<file path="config.mk">
export PLATFORM = sky130hd
export DESIGN_NAME = qbus_cycle_ctrl
export DESIGN_NICKNAME = d
export VERILOG_FILES = /design/src/rtl/qbus_pkg.sv /design/src/rtl/qbus_sync.sv /design/src/rtl/qbus_cycle_ctrl.sv
export SDC_FILE = /design/constraint.sdc
export NUM_CORES = 1
export LEC_CHECK = 0
export CORE_ASPECT_RATIO = 0.75
export CORE_MARGIN = 3
export CORE_UTILIZATION = 45
export CTS_CLUSTER_SIZE = 12
export DETAILED_ROUTE_END_ITERATION = 6
export PLACE_DENSITY = 0.87
export SLEW_MARGIN = 15
export SYNTH_ARGS = -nofsm -noshare
export SYNTH_HDL_FRONTEND = slang
export SYNTH_SLANG_ARGS = --single-unit
</file>
<file path="constraint.sdc">
create_clock -name clk -period 3.6 [get_ports clk]
set_input_delay 0.72 -clock clk [delete_from_list [all_inputs] [get_ports clk]]
set_output_delay 0.72 -clock clk [all_outputs]
set_load 0.01 [all_outputs]
</file>
<file path="src/rtl/qbus_pkg.sv">
// Shared types and constants for the Q-bus (MPI) cycle controller.
package qbus_pkg;

    localparam int QBUS_AW = 16;
    localparam int QBUS_DW = 16;

    // Default cycle shaping: address setup before SYNC, reply wait per phase.
    localparam int QBUS_ADDR_SETUP = 2;
    localparam int QBUS_TIMEOUT    = 64;

    typedef enum logic [2:0] {
        IDLE,
        ADDR,
        SYNC,
        DATA,
        REL,
        END
    } qbus_state_t;

endpackage

</file>
<file path="src/rtl/qbus_sync.sv">
// Reply synchronizer for the asynchronous RPLY line.
// Build option: QBUS_RPLY_SYNC_EN selects a 2-flop chain (2 clocks of lag);
// without it a single sampling flop is used (1 clock of lag).
// Flops reset to 1 so the reply reads as released while in reset.
module qbus_sync (
    input  logic clk,
    input  logic rst_n,
    input  logic d,
    output logic q
);

`ifdef QBUS_RPLY_SYNC_EN
    logic meta;

    // Two-stage chain to resolve metastability before the FSM sees it.
    always_ff @(posedge clk or negedge rst_n) begin
        if (!rst_n) begin
            meta <= 1'b1;
            q    <= 1'b1;
        end else begin
            meta <= d;
            q    <= meta;
        end
    end
`else
    // Single sampling flop.
    always_ff @(posedge clk or negedge rst_n) begin
        if (!rst_n) q <= 1'b1;
        else        q <= d;
    end
`endif

endmodule

</file>
<file path="src/rtl/qbus_cycle_ctrl.sv">
// Q-bus single-word bus-cycle sequencer (DATI / DATO / DATOB).
// Sequences SYNC/DIN/DOUT against RPLY and bounds each reply wait with
// a timeout. Build option: QBUS_RPLY_SYNC_EN deepens the reply
// synchronizer (see qbus_sync); FSM behaviour is identical either way.
// The byte-write request input is named byte_op because "byte" is a
// reserved word in SystemVerilog.
module qbus_cycle_ctrl
    import qbus_pkg::*;
#(
    parameter int ADDR_SETUP = QBUS_ADDR_SETUP,
    parameter int TIMEOUT    = QBUS_TIMEOUT
) (
    input  logic               clk,
    input  logic               rst_n,
    input  logic               req,
    input  logic               we,
    input  logic               byte_op,
    input  logic [QBUS_AW-1:0] addr,
    input  logic [QBUS_DW-1:0] wdata,
    output logic               ack,
    output logic               err,
    output logic [QBUS_DW-1:0] rdata,
    output logic [QBUS_DW-1:0] ad_out,
    output logic               ad_oe_n,
    input  logic [QBUS_DW-1:0] ad_in,
    output logic               sync_n,
    output logic               din_n,
    output logic               dout_n,
    output logic               wtbt_n,
    output logic               bsy_n,
    input  logic               rply_n
);

    localparam int CW = $clog2(TIMEOUT + 1);
    localparam int SW = (ADDR_SETUP > 1) ? $clog2(ADDR_SETUP + 1) : 1;

    localparam logic [SW-1:0] SETUP_LAST = SW'(ADDR_SETUP - 1);
    localparam logic [CW-1:0] TCNT_LAST  = CW'(TIMEOUT - 1);
    localparam logic [CW-1:0] TCNT_MAX   = CW'(TIMEOUT);

    qbus_state_t        state, state_next;
    logic               rply_s;
    logic               we_q, byte_q, err_q;
    logic [QBUS_AW-1:0] addr_q;
    logic [QBUS_DW-1:0] wdata_q;
    logic [SW-1:0]      scnt;
    logic [CW-1:0]      tcnt;
    logic               timeout_hit;

    qbus_sync u_rply_sync (
        .clk   (clk),
        .rst_n (rst_n),
        .d     (rply_n),
        .q     (rply_s)
    );

    // A phase times out on the edge that would take the counter to TIMEOUT;
    // a reply seen on that same edge wins.
    assign timeout_hit = (tcnt == TCNT_LAST) &&
                         (((state == DATA) && rply_s) || ((state == REL) && !rply_s));

    // State register.
    // NOTE: sequential state uses non-blocking assignments so every flop
    // samples pre-edge values regardless of block ordering.
    always_ff @(posedge clk or negedge rst_n) begin
        if (!rst_n) state <= IDLE;
        else        state <= state_next;
    end

    // Next-state logic; req is only looked at in IDLE.
    always_comb begin
        state_next = state;
        unique case (state)
            IDLE: if (req) state_next = ADDR;
            ADDR: if (scnt == SETUP_LAST) state_next = SYNC;
            SYNC: state_next = DATA;
            DATA: begin
                if (!rply_s)          state_next = REL;
                else if (timeout_hit) state_next = END;
            end
            REL:  if (rply_s || timeout_hit) state_next = END;
            END:  state_next = IDLE;
            default: state_next = IDLE;
        endcase
    end

    // Phase counters: both clear on any state change; the timeout counter
    // saturates at TIMEOUT instead of wrapping.
    always_ff @(posedge clk or negedge rst_n) begin
        if (!rst_n) begin
            scnt <= '0;
            tcnt <= '0;
        end else if (state_next != state) begin
            scnt <= '0;
            tcnt <= '0;
        end else begin
            if (state == ADDR) scnt <= scnt + SW'(1);
            if ((state == DATA || state == REL) && tcnt != TCNT_MAX)
                tcnt <= tcnt + CW'(1);
        end
    end

    // Request capture, error flag and read-data capture.
    always_ff @(posedge clk or negedge rst_n) begin
        if (!rst_n) begin
            we_q    <= 1'b0;
            byte_q  <= 1'b0;
            addr_q  <= '0;
            wdata_q <= '0;
            err_q   <= 1'b0;
            rdata   <= '0;
        end else begin
            if (state == IDLE && req) begin
                we_q    <= we;
                byte_q  <= byte_op;
                addr_q  <= addr;
                wdata_q <= wdata;
                err_q   <= 1'b0;
            end
            if (timeout_hit) err_q <= 1'b1;
            if (state == DATA && !rply_s && !we_q) rdata <= ad_in;
        end
    end

    // Pad and handshake outputs decoded from the current state.
    // NOTE: every output gets a released/inactive default first so no path
    // leaves one unassigned and no latch is inferred.
    always_comb begin
        sync_n  = 1'b1;
        din_n   = 1'b1;
        dout_n  = 1'b1;
        wtbt_n  = 1'b1;
        bsy_n   = 1'b1;
        ad_oe_n = 1'b1;
        ad_out  = '0;
        ack     = 1'b0;
        err     = 1'b0;
        unique case (state)
            ADDR, SYNC: begin
                ad_out  = addr_q;
                ad_oe_n = 1'b0;
                wtbt_n  = ~we_q;
                bsy_n   = 1'b0;
                sync_n  = (state == SYNC) ? 1'b0 : 1'b1;
            end
            DATA, REL: begin
                sync_n = 1'b0;
                bsy_n  = 1'b0;
                if (we_q) begin
                    ad_out  = wdata_q;
                    ad_oe_n = 1'b0;
                    wtbt_n  = ~byte_q;
                    dout_n  = (state == DATA) ? 1'b0 : 1'b1;
                end else begin
                    din_n   = (state == DATA) ? 1'b0 : 1'b1;
                end
            end
            END: begin
                ack = 1'b1;
                err = err_q;
            end
            default: ;
        endcase
    end

endmodule

</file>
==> impl_metrics.env <==
export IMPL_setup_violations=0
export IMPL_crit_fanout=17
export IMPL_switching_share=0.337
export IMPL_critical_path_class="reg -> out"
export IMPL_antennaDiodeCount=0
export IMPL_grt_pass1_vias=2335
export IMPL_cp_top_family="simple AND/OR/NAND/NOR gates"
export IMPL_relSlewSlack=0.593
export IMPL_crit_path_end_kind="output pin"
export IMPL_n_fill_cell=491
export IMPL_finalPower_mw=3.71
export IMPL_ys_flop_type="dfrtp_1"
export IMPL_ir_drop_uv=483
export IMPL_seq_power_share=0.337
export IMPL_ys_seq_area_frac=0.524
export IMPL_synth_edf_count=0
export IMPL_status="finished, final reports clean"
export IMPL_viasPerCell=5.37
export IMPL_ys_warnings_count=0
export IMPL_critPathBufInv=1
export IMPL_synth_top_area_frac=0.515
export IMPL_cts_setup_buffers=0
export IMPL_htree_levels=3
export IMPL_timing_fmax_mhz=307
export IMPL_coreArea_um2=6440
export IMPL_whs_ns=0.396
export IMPL_p_int_mw=2.46
export IMPL_grt_max_degree=52
export IMPL_clk_latency_ns=0.33
export IMPL_wl_per_cell_um=16.2
export IMPL_vias=2234
export IMPL_crit_arrival_ns=2.54
export IMPL_syn_inst=235
export IMPL_clock_sinks=64
export IMPL_final_area_um2=4210
export IMPL_die_y_um=77.4
export IMPL_routed_wl_mm=6.74
export IMPL_final_antenna_net_count=0
export IMPL_dieArea_um2=7840
export IMPL_fin_setup_tns_ns=0
export IMPL_dp_cells=401
export IMPL_fin_nets=388
export IMPL_pin_count=94
export IMPL_grt_pass1_wl_mm=11.4
export IMPL_cp_required_ns=2.88
export IMPL_clkPwrFrac=0.143
export IMPL_synth_distinct_cells=52
export IMPL_power_density_nw_per_um2=883
export IMPL_path_cells="or3b_4 -> nand2_4 -> and2_4 -> a22o_1 -> clkdlybuf4s50_1"
export IMPL_clk_pin_slew_ns=0.07
export IMPL_drv_slew=0
export IMPL_gr_usage_all_layers=0.187
export IMPL_cp_slowest_stage_delay_ns=0.61
export IMPL_finalHoldViolCount=0
export IMPL_tightest_slew_ns=0.610
export IMPL_gp_congestion=0.803
export IMPL_hold_path_class="in -> async"
export IMPL_drive_gt1_frac=0.245
export IMPL_startpoint_type="flop"
export IMPL_drc=0
export IMPL_timing_final_crit_share=0.906
export IMPL_syn_nets=292
export IMPL_cts_made_buffers=9
export IMPL_drtPass1Iterations=5
export IMPL_grt_ovfl_total=0
export IMPL_timing_final_ws_setup_ns=0.338
export IMPL_place_hpwl_mm=4.96
export IMPL_async_flop_share=1.00
export IMPL_final_util=0.653
export IMPL_synth_seq_cells=64
export IMPL_clock_path_buffers=2
export IMPL_leakagePower_nw=1.73
export IMPL_areaGrowthSynthToFinish_pct=37.5
export IMPL_cts_root_buf="clkbuf_8"
export IMPL_syn_area_per_cell_um2=13.0
export IMPL_switchingPower_mw=1.25
export IMPL_place_ws_ns=0.605
export IMPL_row_count=25
export IMPL_placed_area_um2=4030
export IMPL_crit_slowest_cell="dfrtp_1"
export IMPL_combPwrFrac=0.520
export IMPL_netlist_top_cells_area="dfrtp_1 52%, mux2_2 18%, a22o_1 4.6%"
export IMPL_worst_clock_skew_ns=0.00798
export IMPL_dieWidth_um=101
export IMPL_fin_cells=416
export IMPL_drv_cap=0
export IMPL_cts_tree="done"
export IMPL_rsz0062_at_grt="no"
export IMPL_first_iter_violations=104
export IMPL_yosysTopAreaCell="dfrtp_1"
export IMPL_antenna_found_initial=0
export IMPL_synth_area_um2=3060
export IMPL_fin_crit_ns=3.26
export IMPL_port_buffers=93
export IMPL_start_util=0.475
flip-flops by register name, summed over array words and instances (netlist names):
name,cells
addr_q,16
rdata,16
wdata_q,16
tcnt,7
state,3
scnt,2
byte_q,1
err_q,1
u_rply_sync.q,1
we_q,1
worst register-to-register path, cell delays in order, from the launching register on:
cell and delay, ns:
dfrtp_1 0.53, and3b_1 0.36, nand2b_1 0.12, nor2_4 0.37, mux2_2 0.40
synth_stat cells (2+ instances only):
cell type  number
nor2_1         13
a21oi_1         6
and4_1          2
clkbuf_1        2
a22o_1         16
a211oi_1        2
and3_1          4
and2_1          2
inv_1           7
ha_1            3
nor2b_1         4
nor3b_1         3
nor4_2          2
dfrtp_1        63
nand3_1         2
nand2_1         6
buf_4           2
buf_2           6
o21ai_0         5
mux2_2         49
buf_8           2
mux2_1          2
xnor2_1         3
metal layers:
layer	share of wire	vias up	track usage
li1	-	1047	-
met1	0.43	1092	0.238
met2	0.45	82	0.277
met3	0.11	13	0.0872
met4	0.016	0	0.0691
met5	0	-	0
final timing paths:
path,from,endpoint,slack (ns),cells after the start
max,state[2],ad_out[15],0.34,5
min,rst_n,wdata_q[10],0.40,1
max reg2reg,state[2],rdata[6],1.70,4
min reg2reg,rdata[4],rdata[4],0.50,1
max in group asynchronous,rst_n,state[0],2.60,2
min in group clk,rdata[4],rdata[4],0.50,1
logic make-up after synthesis:
family          Yosys count  share of synthesized area
fa+ha+maj                 3                     0.0123
mux                      53                      0.198
simple gates             49                     0.0981
buf+inv                  20                     0.0392
xor+xnor                  4                     0.0114
compound gates           42                      0.117
flops                    64                      0.524
cell type report:
type                       count  area (µm²)  share of cell area
tap                           81         101              0.0241
sequential                    64        1600               0.381
inverter                       7        26.3             0.00624
clock inverter                 3        17.5             0.00416
clock buffer                  12         155              0.0369
multi-input combinational    151        1340               0.318
timing repair buffer          98         966               0.230
power groups by stage:
stage | logic, mW | clock network [mW] | registers, mW
final | 1.93 | 0.532 | 1.25
after global routing | 2.10 | 0.587 | 1.30
after CTS | 1.95 | 0.551 | 1.25
after detailed placement | 1.94 | 0 | 1.26
after global placement | 1.90 | 0 | 1.25
after floorplan | 1.13 | 0 | 1.22
what timing repair did:
action,CTS,global route
endpoints found under the setup margin,0,1
hold buffers,0,0
gates resized for setup,0,1
cells in the final DEF, fill, tap and decap left out, types with 3 or more instances in the layout:
| master | instances |
|---|---|
| clkdlybuf4s50_1 | 92 |
| dfrtp_1 | 62 |
| mux2_2 | 49 |
| a22o_1 | 16 |
| nor2_1 | 13 |
| clkbuf_8 | 11 |
| inv_1 | 7 |
| a21oi_1 | 6 |
| nand2_1 | 6 |
| buf_4 | 6 |
| o21ai_0 | 5 |
| nor2b_1 | 4 |
| and3_1 | 4 |
| xnor2_1 | 3 |
| nor3b_1 | 3 |
| ha_1 | 3 |
Note: power is estimated with default switching activity, not from simulation.
